$ cat src/rtl/tdm_mux_8to1_pkg.sv
// Types and constants shared by the TDM serializer and the matching 1-to-8 demux.
package tdm_pkg;

  typedef enum logic {
    IDLE,
    SEND
  } tdm_state_t;

  localparam int TDM_LANES = 8;
  localparam int TDM_SEL_W = 3;

endpackage

$ cat src/rtl/tdm_mux_8to1_if.sv
// Frame-in / beat-out handshake bundle for the TDM serializer.
interface tdm_mux_8to1_if
  import tdm_pkg::*;
#(
  parameter int WIDTH = 1,
  parameter int LANES = TDM_LANES,
  parameter int SEL_W = $clog2(LANES)
);

  logic                   in_valid;
  logic                   in_ready;
  logic [LANES*WIDTH-1:0] in_data;
  logic                   out_valid;
  logic                   out_ready;
  logic [WIDTH-1:0]       out_data;
  logic [SEL_W-1:0]       out_sel;
  logic                   out_sof;

  // master: frame producer and beat consumer; slave: the serializer
  modport master (
    output in_valid, in_data, out_ready,
    input  in_ready, out_valid, out_data, out_sel, out_sof
  );

  modport slave (
    input  in_valid, in_data, out_ready,
    output in_ready, out_valid, out_data, out_sel, out_sof
  );

endinterface

$ cat src/rtl/tdm_mux_8to1_lane_counter.sv
// Lane index counter: clear-to-zero has priority over increment; last flags LANES-1.
module tdm_lane_counter
  import tdm_pkg::*;
#(
  parameter int LANES = TDM_LANES,
  parameter int SEL_W = $clog2(LANES)
) (
  input  logic             clk,
  input  logic             rst,
  input  logic             inc_i,
  input  logic             load0_i,
  output logic [SEL_W-1:0] count_o,
  output logic             last_o
);

  logic [SEL_W-1:0] count_q;
  logic [SEL_W-1:0] count_d;

  always_comb begin
    count_d = count_q;
    if (load0_i) begin
      count_d = '0;
    end else if (inc_i) begin
      count_d = count_q + 1'b1;
    end
  end

  always_ff @(posedge clk or posedge rst) begin
    if (rst) begin
      count_q <= '0;
    end else begin
      count_q <= count_d;
    end
  end

  assign count_o = count_q;
  assign last_o  = (count_q == SEL_W'(LANES - 1));

endmodule

$ cat src/rtl/tdm_mux_8to1.sv
// TDM serializer: takes one LANES-wide frame per handshake and emits it lane by lane.
module tdm_mux_8to1
  import tdm_pkg::*;
#(
  parameter int WIDTH = 1,
  parameter int LANES = TDM_LANES
) (
  input  logic           clk,
  input  logic           rst,
  tdm_mux_8to1_if.slave  bus
);

  localparam int SEL_W = $clog2(LANES);

  tdm_state_t             state_q, state_d;
  logic [LANES*WIDTH-1:0] frame_q, frame_d;
  logic                   cnt_inc;
  logic                   cnt_load0;
  logic                   cnt_last;
  logic [SEL_W-1:0]       cnt;
  logic                   in_ready_c;
  logic [WIDTH-1:0]       lane_w [LANES];

  tdm_lane_counter #(
    .LANES (LANES),
    .SEL_W (SEL_W)
  ) u_cnt (
    .clk     (clk),
    .rst     (rst),
    .inc_i   (cnt_inc),
    .load0_i (cnt_load0),
    .count_o (cnt),
    .last_o  (cnt_last)
  );

  always_comb begin
    state_d    = state_q;
    frame_d    = frame_q;
    cnt_inc    = 1'b0;
    cnt_load0  = 1'b0;
    in_ready_c = 1'b0;
    case (state_q)
      IDLE: begin
        in_ready_c = 1'b1;
        if (bus.in_valid) begin
          frame_d   = bus.in_data;
          state_d   = SEND;
          cnt_load0 = 1'b1;
        end
      end
      SEND: begin
        if (bus.out_ready) begin
          if (!cnt_last) begin
            cnt_inc = 1'b1;
          end else begin
            // Final beat doubles as an accept slot so frames can run back to back.
            in_ready_c = 1'b1;
            cnt_load0  = 1'b1;
            if (bus.in_valid) begin
              frame_d = bus.in_data;
            end else begin
              state_d = IDLE;
            end
          end
        end
      end
    endcase
  end

  always_ff @(posedge clk or posedge rst) begin
    if (rst) begin
      state_q <= IDLE;
      frame_q <= '0;
    end else begin
      state_q <= state_d;
      frame_q <= frame_d;
    end
  end

  for (genvar k = 0; k < LANES; k++) begin : g_lane
    assign lane_w[k] = frame_q[k*WIDTH +: WIDTH];
  end

  assign bus.in_ready  = in_ready_c;
  assign bus.out_valid = (state_q == SEND);
  assign bus.out_sel   = cnt;
  assign bus.out_data  = (state_q == SEND) ? lane_w[cnt] : '0;
  assign bus.out_sof   = (state_q == SEND) && (cnt == '0);

endmodule

$ cat src/flat_wrapper.sv
// flat-port wrapper written by rule: the top's interface ports become plain ports
module tdm_mux_8to1_flat import tdm_pkg::*;
#(
  parameter int WIDTH = 1,
  parameter int LANES = TDM_LANES
)
  (clk, rst, bus_in_valid, bus_in_data, bus_out_ready, bus_in_ready, bus_out_valid, bus_out_data, bus_out_sel, bus_out_sof);
  tdm_mux_8to1_if #(.WIDTH(WIDTH), .LANES(LANES)) bus_i ();
  input  logic clk;
  input  logic rst;
  input wire logic [$bits(bus_i.in_valid)-1:0] bus_in_valid;
  input wire logic [$bits(bus_i.in_data)-1:0] bus_in_data;
  input wire logic [$bits(bus_i.out_ready)-1:0] bus_out_ready;
  output wire logic [$bits(bus_i.in_ready)-1:0] bus_in_ready;
  output wire logic [$bits(bus_i.out_valid)-1:0] bus_out_valid;
  output wire logic [$bits(bus_i.out_data)-1:0] bus_out_data;
  output wire logic [$bits(bus_i.out_sel)-1:0] bus_out_sel;
  output wire logic [$bits(bus_i.out_sof)-1:0] bus_out_sof;
  assign bus_i.in_valid = bus_in_valid;
  assign bus_i.in_data = bus_in_data;
  assign bus_i.out_ready = bus_out_ready;
  assign bus_in_ready = bus_i.in_ready;
  assign bus_out_valid = bus_i.out_valid;
  assign bus_out_data = bus_i.out_data;
  assign bus_out_sel = bus_i.out_sel;
  assign bus_out_sof = bus_i.out_sof;
  tdm_mux_8to1 #(.WIDTH(WIDTH), .LANES(LANES)) u_core (.clk(clk), .rst(rst), .bus(bus_i));
endmodule
$ cat config.mk
export PLATFORM = sky130hd
export DESIGN_NAME = tdm_mux_8to1_flat
export DESIGN_NICKNAME = d
export VERILOG_FILES = /design/src/rtl/tdm_mux_8to1_pkg.sv /design/src/rtl/tdm_mux_8to1_if.sv /design/src/rtl/tdm_mux_8to1_lane_counter.sv /design/src/rtl/tdm_mux_8to1.sv /design/src/flat_wrapper.sv
export SDC_FILE = /design/constraint.sdc
export NUM_CORES = 1
export LEC_CHECK = 0
export CORE_MARGIN = 4
export CORE_UTILIZATION = 44
export DETAILED_ROUTE_END_ITERATION = 7
export PLACE_DENSITY_LB_ADDON = 0.25
export SYNTH_ARGS = -nofsm -noshare
export SYNTH_HDL_FRONTEND = slang
export SYNTH_HIERARCHICAL = 1
export SYNTH_SLANG_ARGS = --single-unit
$ cat constraint.sdc
create_clock -name clk -period 2.05 [get_ports clk]
set_input_delay 0.41 -clock clk [delete_from_list [all_inputs] [get_ports clk]]
set_output_delay 0.41 -clock clk [all_outputs]
set_load 0.02 [all_outputs]
==> impl_metrics.json <==
{
  "slowest_delay_ns": 0.55,
  "gp_congestion": 0.699,
  "synth.distinct_cells": 16,
  "worstHoldPathType": "primary input to async pin",
  "final-setup-viol-count": 0,
  "root_buffer": "clkbuf_4",
  "final_util_pct": 65.7,
  "routed_wl_um": 1150,
  "via_per_inst": 4.95,
  "yosys-mux-area-fraction_pct": 30.7,
  "max-slew-margin-rel_pct": 78.3,
  "vias": 406,
  "status": "finished clean",
  "synth_compound_area_share_pct": 3.78,
  "cp-startpoint": "u_core/u_cnt/count_o[0]$_DFFE_PP0P_",
  "ir_worst_vdd_v": 0.000762,
  "reg2reg_from": "u_core/u_cnt/count_o[0]$_DFFE_PP0P_",
  "placed_cells": 79,
  "place_ws_ns": -0.0518,
  "cts_tree": "done",
  "first_pass_iters": 1,
  "rsz0062_at_grt": "no",
  "port_buffers": 18,
  "synthSimpleGateAreaFrac_pct": 11.2,
  "die_y_um": 45.8,
  "antenna_found_initial": 0,
  "die_w_um": 45.8,
  "grt_pass1_vias": 440,
  "synth_area_um2": 628,
  "crit_path_start_kind": "register",
  "cts_buffer_depth": 2,
  "gr-usage-all-layers_pct": 13.7,
  "setup.worst_path.end_class": "primary output",
  "cts_buffers": 3,
  "drv_slew": 0,
  "dr.first_iter.drc_count": 0,
  "clk_latency_ns": 0.26,
  "fin_ws_ns": 0.128,
  "cp.required_ns": 1.64,
  "synth_adder_area_share_pct": 3.98,
  "area_growth_pct": 37.8,
  "ys_seq_area_share_pct": 47.8,
  "wl_per_cell_um": 14.0,
  "p_leak_uw": 0.000423,
  "syn_area_per_cell_um2": 15.0,
  "start_util_pct": 47.7,
  "fmax_mhz": 520,
  "die-area_um2": 2100,
  "critical_path.slowest_cell": "mux4_1",
  "fin_crit_sh_pct": 93.7,
  "crit_fanout": 5,
  "synth_xor_area_share_pct": 1.39,
  "synth_edf_count": 0,
  "diodes": 0,
  "crit_type": "register to primary output",
  "yosys_register_bits": 12,
  "path_clk_slew_ns": 0.07,
  "powerDensity_nw_per_um2": 1430,
  "tightest_slew_ns": 0.325,
  "fin_cells": 82,
  "ios": 19,
  "power_uw": 1240,
  "arrival_ns": 1.51,
  "layout-drive-gt1-share_pct": 31.3,
  "grt_max_degree": 10,
  "grt_overflow_total": 0,
  "rows": 13,
  "async_flop_share_pct": 100,
  "syn_inst": 42,
  "hold_viol": 0,
  "drc": 0,
  "ys_warn_count": 6,
  "max_cap_violations": 0,
  "dp_hpwl_um": 981,
  "core_um2": 1320,
  "synth_top_family_by_area": "multiplexers",
  "ant_nets": 0,
  "synth-main-ff-cell": "dfrtp_1",
  "syn_nets": 56,
  "finClkSkew_ns": 0.00377,
  "grt_pass1_wl_um": 2000,
  "nets": 83,
  "setup_tns_ns": 0,
  "path_cells": "mux4_1 > nand3_1 > nand2_1 > buf_2",
  "cts.sinks": 12,
  "period_minus_slack_ns": 1.92,
  "htreeDepth": 1
}
==> synth_stat cells, types with 2 or more instances <==
| master | instances | area share (%) |
|---|---|---|
| dfrtp_1 | 12 | 48 |
| mux2i_1 | 2 | 3.2 |
| inv_1 | 2 | 1.2 |
| mux2_4 | 8 | 19 |
| nor2_1 | 4 | 2.4 |
| nand2_1 | 2 | 1.2 |
| ha_1 | 2 | 4.0 |
| mux4_1 | 2 | 8.4 |
==> metrics by stage <==
step	cell area (µm²)	hold WS (ns)
2_1_floorplan	628	0.164
3_3_place_gp	857	0.498
3_5_place_dp	857	0.501
4_1_cts	877	0.332
5_1_grt	866	0.355
6_report	866	0.337
==> cells by family after synthesis <==
logic type	count (synthesis)
simple gates	11
fa+ha+maj	2
compound gates	2
mux	12
buf+inv	2
xor+xnor	1
flops	12
==> sequential cells by signal, indices dropped and copies added, names as in the netlist <==
name                  cells
u_core/frame_q            8
u_core/u_cnt/count_o      3
u_core/bus.out_valid      1
==> where the power goes <==
part / switching (µW) / total [µW] / internal (µW)
registers: 92.5 / 444 / 351
clock network: 65.4 / 133 / 67.7
logic: 270 / 665 / 395
==> final timing paths <==
kind,end,slack [ns],cells after the start
max reg2reg,u_core/frame_q[1]$_DFFE_PP0P_,0.27,6
min,u_core/u_cnt/count_o[2]$_DFFE_PP0P_,0.34,2
max,bus_out_data,0.13,4
max in group asynchronous,u_core/bus.out_valid$_DFF_PP0_,1.38,2
min reg2reg,u_core/frame_q[3]$_DFFE_PP0P_,0.52,1
min in group clk,u_core/frame_q[3]$_DFFE_PP0P_,0.52,1
==> layer usage <==
| metal | GRT usage [%] | wire (µm) | up-vias |
|---|---|---|---|
| met5 | 0 | 0 | - |
| met4 | 6.82 | 0 | 0 |
| met3 | 2.37 | 94 | 0 |
| met2 | 22.8 | 588 | 15 |
| met1 | 17.0 | 466 | 191 |
| li1 | - | - | 200 |
==> layout make-up <==
class	instances	area [µm²]
clock buffer	3	22.5
fill	116	452
sequential	12	302
multi-input combinational	28	317
inverter	2	7.51
timing repair buffer	22	199
tap	15	18.8
==> cells in the final DEF, fill, tap and decap left out, types with 2 or more instances in the layout <==
| master | Yosys | layout |
|---|---|---|
| mux2_4 | 8 | 8 |
| clkbuf_4 | 0 | 3 |
| inv_1 | 2 | 2 |
| buf_4 | 0 | 4 |
| ha_1 | 2 | 2 |
| mux2i_1 | 2 | 2 |
| nor2_1 | 4 | 4 |
| clkdlybuf4s50_1 | 0 | 15 |
| nand2_1 | 2 | 2 |
| dfrtp_1 | 12 | 11 |
==> critical path: cells and delay by family (launching register included) <==
family	cells	cell delay, ns
simple gates	2	0.14
flops	1	0.42
mux	1	0.55
buf+inv	1	0.15
==> timing repair <==
| item | CTS | global route |
|---|---|---|
| hold buffers | 0 | 0 |
| setup buffers | 0 | 0 |
| gates resized for setup | 8 | 2 |
| endpoints found under the setup margin | 3 | 2 |
| endpoints found under the hold margin | 0 | 0 |
Note: power is estimated with default switching activity, not from simulation.
